**src/rtl/hazard_controller.sv**
```systemverilog
// -----------------------------------------------------------------------------
// hazard_controller
//
// Pipeline hazard unit for a five-stage in-order core. It forwards operands
// into Execute from Memory and Writeback, stalls Fetch/Decode when a load's
// result is needed by the next instruction, and flushes wrong-path work when
// a branch or jump is taken in Execute. A small FSM reports the hazard
// condition the pipeline is currently recovering from, and holds the pipeline
// in a flushed BOOT condition for two edges after reset.
//
// Ports
//   clk                   rising-edge clock
//   reset                 asynchronous, active-low reset
//   Rs1D, Rs2D            source registers of the instruction in Decode
//   Rs1E, Rs2E            source registers of the instruction in Execute
//   RdE, RdM, RdW         destination registers in Execute/Memory/Writeback
//   ResultSrcE            result select in Execute (2'b01 = load)
//   RegWriteM, RegWriteW  register-write enables in Memory/Writeback
//   PCSrcE                branch/jump taken in Execute
//   StallF, StallD        hold PC / Decode pipeline register
//   FlushD, FlushE        synchronous clear of Decode / Execute register
//   ForwardAE, ForwardBE  operand select: 00 regfile, 01 ResultW, 10 ALUResultM
//   hz_state              FSM state: 00 BOOT, 01 RUN, 10 STALL, 11 REDIRECT
//
// Optional (macro HAZARD_PERF_COUNTERS_EN):
//   perf_clear            zero all counters on the next edge (wins over count)
//   cyc_cnt               cycles spent outside BOOT
//   stall_cnt             cycles outside BOOT with StallF asserted
//   flush_cnt             cycles outside BOOT with PCSrcE asserted
// All counters saturate at 32'hFFFFFFFF.
// -----------------------------------------------------------------------------
module hazard_controller (
   input  logic        clk,
   input  logic        reset,
   input  logic [4:0]  Rs1D,
   input  logic [4:0]  Rs2D,
   input  logic [4:0]  Rs1E,
   input  logic [4:0]  Rs2E,
   input  logic [4:0]  RdE,
   input  logic [4:0]  RdM,
   input  logic [4:0]  RdW,
   input  logic [1:0]  ResultSrcE,
   input  logic        RegWriteM,
   input  logic        RegWriteW,
   input  logic        PCSrcE,
   output logic        StallF,
   output logic        StallD,
   output logic        FlushD,
   output logic        FlushE,
   output logic [1:0]  ForwardAE,
   output logic [1:0]  ForwardBE,
   output logic [1:0]  hz_state
`ifdef HAZARD_PERF_COUNTERS_EN
   ,
   input  logic        perf_clear,
   output logic [31:0] cyc_cnt,
   output logic [31:0] stall_cnt,
   output logic [31:0] flush_cnt
`endif
);

   typedef enum logic [1:0] {
      BOOT     = 2'b00,
      RUN      = 2'b01,
      STALL    = 2'b10,
      REDIRECT = 2'b11
   } hzState_t;

   hzState_t state, nextState;
   logic     bootCnt;   // 0 on the first BOOT edge after reset, 1 on the second
   logic     lwStall;

   // Forwarding select for one Execute source operand. Memory is the younger
   // producer, so it takes priority over Writeback; x0 is never forwarded.
   function automatic logic [1:0] fwdSel(
      input logic [4:0] rs,
      input logic [4:0] rdM,
      input logic       wrM,
      input logic [4:0] rdW,
      input logic       wrW
   );
      if (wrM && (rdM != 5'd0) && (rdM == rs))      return 2'b10;
      else if (wrW && (rdW != 5'd0) && (rdW == rs)) return 2'b01;
      else                                          return 2'b00;
   endfunction

   // A load in Execute whose destination is read by the instruction in Decode.
   assign lwStall = (ResultSrcE == 2'b01) && (RdE != 5'd0) &&
                    ((RdE == Rs1D) || (RdE == Rs2D));

   assign hz_state = state;

   // NOTE: state registers use non-blocking assignments so every flop samples
   // pre-edge values; blocking here would create simulation order races.
   always_ff @(posedge clk or negedge reset) begin
      if (!reset) begin
         state   <= BOOT;
         bootCnt <= 1'b0;
      end else begin
         state   <= nextState;
         bootCnt <= (state == BOOT) ? ~bootCnt : 1'b0;
      end
   end

   // NOTE: every signal driven here gets a default first, so no path can leave
   // it unassigned and infer a latch.
   always_comb begin
      nextState = state;
      StallF    = 1'b0;
      StallD    = 1'b0;
      FlushD    = 1'b0;
      FlushE    = 1'b0;
      ForwardAE = 2'b00;
      ForwardBE = 2'b00;

      if (state == BOOT) begin
         // Hold PC and keep both downstream registers empty until boot ends.
         StallF = 1'b1;
         FlushD = 1'b1;
         FlushE = 1'b1;
         if (bootCnt) nextState = RUN;
      end else begin
         ForwardAE = fwdSel(Rs1E, RdM, RegWriteM, RdW, RegWriteW);
         ForwardBE = fwdSel(Rs2E, RdM, RegWriteM, RdW, RegWriteW);
         // A taken branch discards the stalled instruction anyway, so it
         // overrides the load-use stall.
         StallF    = lwStall & ~PCSrcE;
         StallD    = lwStall & ~PCSrcE;
         FlushD    = PCSrcE;
         FlushE    = PCSrcE | lwStall;
         if (PCSrcE)       nextState = REDIRECT;
         else if (lwStall) nextState = STALL;
         else              nextState = RUN;
      end
   end

`ifdef HAZARD_PERF_COUNTERS_EN
   function automatic logic [31:0] satInc(input logic [31:0] v, input logic en);
      return (en && (v != 32'hFFFF_FFFF)) ? v + 32'd1 : v;
   endfunction

   always_ff @(posedge clk or negedge reset) begin
      if (!reset) begin
         cyc_cnt   <= '0;
         stall_cnt <= '0;
         flush_cnt <= '0;
      end else if (perf_clear) begin
         cyc_cnt   <= '0;
         stall_cnt <= '0;
         flush_cnt <= '0;
      end else if (state != BOOT) begin
         cyc_cnt   <= satInc(cyc_cnt, 1'b1);
         stall_cnt <= satInc(stall_cnt, StallF);
         flush_cnt <= satInc(flush_cnt, PCSrcE);
      end
   end
`endif

endmodule
```
**config.mk**
```make
export PLATFORM = sky130hd
export DESIGN_NAME = hazard_controller
export DESIGN_NICKNAME = d
export VERILOG_FILES = /design/src/rtl/hazard_controller.sv
export SDC_FILE = /design/constraint.sdc
export NUM_CORES = 1
export LEC_CHECK = 0
export ABC_AREA = 1
export ABC_CLOCK_PERIOD_IN_PS = 1300
export CORE_MARGIN = 1.5
export CORE_UTILIZATION = 30
export CTS_BUF_LIST = sky130_fd_sc_hd__clkbuf_16
export CTS_CLUSTER_SIZE = 14
export DETAILED_ROUTE_END_ITERATION = 12
export PLACE_DENSITY = 0.77
export SYNTH_ARGS = -nofsm -noshare
export SYNTH_HDL_FRONTEND = slang
export SYNTH_SLANG_ARGS = --single-unit
```
**constraint.sdc**
```tcl
create_clock -name clk -period 1.3 [get_ports clk]
set_clock_uncertainty 0.15 [all_clocks]
set_input_delay 0.325 -clock clk [delete_from_list [all_inputs] [get_ports clk]]
set_output_delay 0.325 -clock clk [all_outputs]
set_load 0.005 [all_outputs]
```
-- Word-level counts from Yosys, hierarchy flattened
Index checks and enable logic that the tools add are counted.
- bits in registers: 3
- word-level logic and storage cells: 42
- input bits: 42
- output and inout bits: 10
- reduce and logical (&&, ||, !) cells: 13
- muxes and demuxes: 15
- equality and inequality tests: 8
- bitwise logic cells: 4
- operators with widths (kind ; count):
    5-bit == test ; 6
    2-bit two-way mux ; 8
    5-bit nonzero test ; 3
    1-bit logical AND ; 8
    1-bit two-way mux ; 7
    2-bit by 1-bit == test with 1-bit output, second input constant ; 1
    2-bit zero test ; 1
    2-bit != test, second input constant ; 1
    1-bit NOT ; 2
    1-bit bitwise AND ; 1
    1-bit logical OR ; 1
    1-bit OR ; 1

-- Longest topological paths before layout
Gate-level depths: netlist (run 1).
- depth after elaboration: 6
- depth in mapped cells: 9
- mapped depth without buffers: 9

-- Least setup slack after synthesis (run 1)
No wires, ideal clock.
- kind: register to output
- start point: reg state[1] (netlist: hz_state[1])
- end point: out StallD
- data required time: 0.825 ns
- arrival time: 0.968 ns
- stages on the path, launching flop included: 6
- slack: -0.143 ns
- path buffers: 0
- path through: dfrtp_1 or2_4 inv_1 nor2_1 nand3_1 inv_1
- longest elaborated chain between the ends: 2
- RTL lines (element ; line ; text):
    from (decl) ; 69 ; hzState_t state, nextState;
    from (signal assigned) ; 100 ; state <= nextState;
    2-bit zero test ; 116 ; if (state == BOOT) begin
    1-bit two-way mux ; 116 ;
    to (decl) ; 47 ; output logic StallD,
No other way between the ends.

-- Final worst setup path (run 1)
- start point: in RdE[0]
- end point: out StallF
- longest elaborated chain between the ends: 5
- elaborated cells on any way between the ends: 8
- those cells by class: 2 x eq/ne; 1 x mux; 1 x bitwise; 4 x reduce/logical
- RTL lines (element ; line ; text):
    from (decl) ; 39 ; input logic [4:0] RdE,
    5-bit == test or 5-bit nonzero test (tied branches) ; 89, 88 ;
    1-bit logical OR or 1-bit logical AND (tied branches) ; 89, 88 ;
    1-bit logical AND * ; 88 ; assign lwStall = (ResultSrcE == 2'b01) && (RdE != 5'd0) &&
    1-bit bitwise AND * ; 127 ; StallF = lwStall & ~PCSrcE;
    1-bit two-way mux * ; 116 ;
    to (decl) ; 46 ; output logic StallF,
Every way passes the cells marked *; elsewhere a longest branch is shown, timed or not.

==> results.json, run 1 <==
{
  "intPower_uw": 698,
  "antenna_found_initial": 0,
  "setup_violations": 11,
  "io_pins": 52,
  "h-tree-depth": 1,
  "cp_cell_sequence": "buf_8, nor2_2, nor2_1, nor2_1, nand3_2, nand2_2, nand2_2, o21ai_2, buf_2",
  "drv_slew": 0,
  "synth.most_common_cell": "nand2_1",
  "outcome": "finished with violations",
  "numCtsBuffers": 3,
  "grt_pass1_vias": 977,
  "end_kind": "primary output",
  "maxCapViolCount": 0,
  "syn-mean-instance-area_um2": 5.51,
  "seqPwrFrac_pct": 10.2,
  "drt_iter0_drc": 16,
  "fin_tns_setup_ps": -3530,
  "finalHoldViolations": 0,
  "synth_ff_type": "dfrtp_1",
  "insertion_delay_ps": 230,
  "synth_top_area_share_pct": 17.4,
  "synthSimpleGateAreaFrac_pct": 43.2,
  "dp_hpwl_um": 1820,
  "layout_setup_ws_ps": -466,
  "fin_cells": 218,
  "arrival_ps": 1290,
  "nets": 234,
  "tightest_slew_ps": 251,
  "syn-num-nets": 163,
  "rr_endpoint": "hz_state[0]$_DFFE_PN0N_",
  "cts.sinks": 3,
  "place.gp.congestion": 0.763,
  "drive_gt1_share_pct": 56.5,
  "drcViolationCount": 0,
  "pwr-share-clk_pct": 50.7,
  "postSynth.asyncResetShare_pct": 100,
  "ir_drop_mv": 0.623,
  "p_sw_share_pct": 28.1,
  "synth-seq-cells": 3,
  "syn2layout_area_growth_pct": 126,
  "synthMuxAreaShare_pct": 0,
  "yosys.area_share.adder_pct": 0,
  "yosys.cell_types.count": 16,
  "portBuffers": 51,
  "rsz0062_at_grt": "yes",
  "hold_class": "primary input to asynchronous set/reset pin",
  "grt_max_degree": 5,
  "die_area_mm2": 0.00252,
  "overflow": 0,
  "period_minus_slack_ps": 1770,
  "avgRoutedWirePerCell_um": 11.7,
  "path_class": "primary input to primary output",
  "synth_seq_area_share_pct": 11.3,
  "cts_tree": "yes",
  "chipWidth_um": 50.2,
  "n_antenna_cell": 0,
  "crit_required_ps": 820,
  "grt_pass1_wl_um": 3900,
  "wl_um": 2560,
  "p_sw_uw": 273,
  "yosysTopAreaCell": "nand2_1",
  "firstDrtPassIters": 4,
  "synth_common_cells": "31 x nand2_1, 25 x inv_1, 18 x nor2_1",
  "cts.path.max_buffers": 2,
  "r2r_cells": 6,
  "finish.utilization_pct": 74.4,
  "synth_compound_area_share_pct": 3.38,
  "die_h_um": 50.2,
  "via_count": 998,
  "root_buffer": "clkbuf_16",
  "crit_path_top_delay_cell": "nor2_1",
  "netlist_area_um2": 667,
  "synthXorXnorAreaFrac_pct": 27.6,
  "dp_cells": 212,
  "ant_nets": 0,
  "yosys_warnings": 0,
  "rrSetupSlack_ps": 0,
  "yosys-top-cells-area": "nand2_1 17%, xor2_1 17%, inv_1 14%",
  "syn_inst": 121,
  "synth_top_family_by_area": "simple AND/OR/NAND/NOR gates",
  "place_ws_ps": -1210,
  "rr_startpoint": "hz_state[0]$_DFFE_PN0N_",
  "p_leak_uw": 0.000819,
  "violations": "setup timing",
  "viasPerCell": 4.58,
  "rows": 16,
  "start_util_pct": 33.0,
  "synth-edff-count": 0,
  "core_area_mm2": 0.00202,
  "max_freq_mhz": 566,
  "p_comb_share_pct": 39.1,
  "power_density_mw_per_mm2": 645,
  "cts-hold-fix-buffers": 0,
  "clk_pin_slew_ps": 30,
  "crit_fanout": 4,
  "cpPeakStageDelay_ps": 160,
  "crit_path_start_kind": "primary input",
  "relSlewSlack_pct": 83.2,
  "final.period_utilization_pct": 136,
  "grt_usage_pct": 20.2
}
==> critical path, delay by kind of cell <==
| kind | cells | cell delay [ps] |
|---|---|---|
| AO/OA/AOI/OAI | 1 | 120 |
| buffers and inverters | 2 | 230 |
| AND/OR/NAND/NOR | 6 | 620 |
==> repair_timing <==
action                     CTS  global route
resized for setup          191            48
cloned                       0             0
setup buffers                5             2
pin swaps                   45            31
setup endpoints to repair   12            12
==> layout make-up <==
| cell class | instances | area, µm² |
|---|---|---|
| clock buffer | 3 | 75.1 |
| fill | 157 | 518 |
| sequential | 3 | 75.1 |
| clock inverter | 1 | 3.75 |
| multi-input combinational | 92 | 671 |
| tap | 27 | 33.8 |
| timing repair buffer | 66 | 543 |
| inverter | 26 | 103 |
==> per-layer routing <==
| layer | vias to the layer above | share of wire (%) | global-route usage, % |
|---|---|---|---|
| li1 | 501 | - | - |
| met1 | 433 | 38 | 21.1 |
| met2 | 55 | 50 | 42.1 |
| met3 | 9 | 8.2 | 1.79 |
| met4 | 0 | 3.6 | 4.17 |
| met5 | - | 0 | 0 |
==> registers in the layout, indices dropped and copies added, names as in the netlist <==
register,cells
hz_state,2
bootCnt,1
==> worst max path at each step <==
stage                     cells after the start      endpoint               startpoint
after CTS                                     6  ForwardAE[0]  hz_state[0]$_DFFE_PN0N_
final                                         9        StallF                   RdE[0]
after global placement                       10        StallF                   RdE[2]
after detailed placement                     10        StallF                   RdE[2]
after floorplan                               5        StallD  hz_state[0]$_DFFE_PN0N_
after global routing                          9        StallF                  Rs2D[0]
==> power groups by stage <==
stage	clock, µW	sequential (µW)	combinational (µW)
final	492	99.1	379
after global routing	501	99.4	417
after CTS	497	98.8	326
after detailed placement	0	99.9	337
after global placement	0	99.7	330
after floorplan	0	100	120
==> layout by cell type (no fill, tap or decap), types with 5 or more instances in the layout <==
master,count
buf_2,20
nor2_1,9
buf_4,11
inv_1,17
xor2_1,12
nor2_2,6
nand2_1,21
nand2_2,11
buf_6,12
inv_2,8
clkbuf_2,5
nand3_2,6
==> cells by family (layout without fill, tap and decap cells) <==
family	count (synthesis)	in the layout
compound gates	3	3
xor+xnor	21	21
buf+inv	26	96
simple gates	68	68
flops	3	3
==> per-stage QoR <==
step / instance area [µm²] / hold WS [ps] / power, µW
4_1_cts: 1410 / 129 / 922
3_5_place_dp: 1310 / 260 / 437
3_3_place_gp: 1310 / 253 / 430
2_1_floorplan: 672 / -121 / 220
5_1_grt: 1500 / 142 / 1020
6_report: 1500 / 131 / 971
Note: power is estimated with default switching activity, not from simulation.
==> run 2: changes to the inputs <==
- CELL_PAD_IN_SITES_DETAIL_PLACEMENT: default -> 0
- CELL_PAD_IN_SITES_GLOBAL_PLACEMENT: default -> 1
- CORE_UTILIZATION: 30 -> 18
- GPL_TIMING_DRIVEN: default -> 0
- HOLD_SLACK_MARGIN: default -> 0.03
- PLACE_DENSITY: 0.77 -> default
- PLACE_DENSITY_LB_ADDON: default -> 0.1
==> run 2 against run 1 <==
The flow still finishes with violations (setup timing). Sequential share of layout area is 0.11 points higher. Critical path depth is 3 lower. Combinational power is 4% lower. Via count is 6.4% lower. Setup slack better by 47 ps. Clock-buffer cell count stayed put. Critical path type is now flip-flop to primary output.
==> results.json, run 2 (synthesis gave the netlist of run 1 again) <==
{
  "outcome": "finished with violations",
  "violations": "setup timing",
  "nets": 230,
  "portBuffers": 51,
  "finalHoldViolations": 0,
  "place.gp.congestion": 0.714,
  "cts.sinks": 3,
  "p_leak_uw": 0.000804,
  "tightest_slew_ps": 189,
  "crit_required_ps": 820,
  "rows": 21,
  "root_buffer": "clkbuf_16",
  "dp_hpwl_um": 1840,
  "wl_um": 2430,
  "die_area_mm2": 0.00408,
  "viasPerCell": 4.01,
  "layout_setup_ws_ps": -419,
  "start_util_pct": 19.4,
  "core_area_mm2": 0.00344,
  "final.period_utilization_pct": 132,
  "end_kind": "primary output",
  "crit_path_start_kind": "flip-flop",
  "avgRoutedWirePerCell_um": 10.4,
  "crit_fanout": 5,
  "rrSetupSlack_ps": -140,
  "cts_tree": "yes",
  "drcViolationCount": 0,
  "grt_usage_pct": 12.4,
  "placed_cell_area_mm2": 0.00124,
  "power_uw": 940,
  "period_minus_slack_ps": 1720,
  "cts.path.max_buffers": 2,
  "path_class": "flip-flop to primary output",
  "final_cell_area_mm2": 0.00147,
  "grt_pass1_vias": 947,
  "cts-hold-fix-buffers": 0,
  "ant_nets": 0,
  "via_count": 934,
  "final_cell_mix": "22 x nand2_1, 22 x buf_2, 19 x buf_6",
  "largest_reg_flops": 2,
  "fin_tns_setup_ps": -3120,
  "numCtsBuffers": 3,
  "arrival_ps": 1240,
  "ir_drop_mv": 0.758,
  "grt_pass1_wl_um": 4020,
  "maxCapViolCount": 0,
  "clk_pin_slew_ps": 30,
  "overflow": 0,
  "drt_iter0_drc": 7,
  "antenna_found_initial": 0,
  "max_freq_mhz": 582,
  "hold_class": "primary input to asynchronous set/reset pin",
  "die_h_um": 63.9,
  "grt_max_degree": 6,
  "relSlewSlack_pct": 87.4,
  "place_ws_ps": -1210,
  "firstDrtPassIters": 3,
  "setup_violations": 10,
  "io_pins": 52,
  "drv_slew": 0,
  "syn2layout_area_growth_pct": 121,
  "power_density_mw_per_mm2": 639,
  "finish.utilization_pct": 42.8,
  "n_antenna_cell": 0,
  "rsz0062_at_grt": "yes",
  "h-tree-depth": 1,
  "chipWidth_um": 63.9,
  "drive_gt1_share_pct": 53.5,
  "insertion_delay_ps": 220
}
==> run 2: metrics by stage <==
stage	std cells	hold WS (ps)
2_1_floorplan	121	-121
6_report	233	133
4_1_cts	232	135
3_5_place_dp	218	249
5_1_grt	233	153
3_3_place_gp	218	249
==> run 2: worst paths after layout <==
kind | depth (start not counted) | end | startpoint
max | 6 | ForwardBE[0] | hz_state[0]$_DFFE_PN0N_
min | 1 | bootCnt$_DFF_PN0_ | reset
max reg2reg | 9 | hz_state[0]$_DFFE_PN0N_ | hz_state[0]$_DFFE_PN0N_
min reg2reg | 1 | bootCnt$_DFF_PN0_ | bootCnt$_DFF_PN0_
max in group asynchronous | 1 | hz_state[1]$_DFFE_PN0N_ | reset
min in group clk | 1 | bootCnt$_DFF_PN0_ | bootCnt$_DFF_PN0_
==> run 2: layer usage <==
metal | part of all wire [%] | vias to the layer above | GRT usage, %
li1 | - | 489 | -
met1 | 42 | 413 | 14.2
met2 | 51 | 28 | 22.4
met3 | 6.0 | 4 | 2.29
met4 | 1.3 | 0 | 4.89
met5 | 0 | - | 0
==> run 2: timing repair <==
item                                    in CTS  in global routing
endpoints found under the setup margin      12                 11
pin swaps                                   50                 25
buffers inserted                            13                  3
gates resized for setup                    225                 31
==> run 2: report_power, final <==
group	total (µW)	switching (µW)	internal, µW
combinational	362	163	198
sequential	98.8	1.40	97.4
clock	480	83.6	396
==> run 2: critical path, stage by stage (launching register included) <==
cell	delay [ps]
dfrtp_1	360
or2_4	280
inv_4	100
nor2_2	40
nand3_1	80
nor2b_1	50
buf_2	120
==> run 2: final cells by class <==
type | instances | area [µm²]
Fill cell | 378 | 1970
Multi-Input combinational cell | 92 | 622
Timing Repair Buffer | 62 | 539
Inverter | 26 | 100
Sequential cell | 3 | 75.1
Clock buffer | 3 | 75.1
Tap cell | 46 | 57.6
Clock inverter | 1 | 3.75
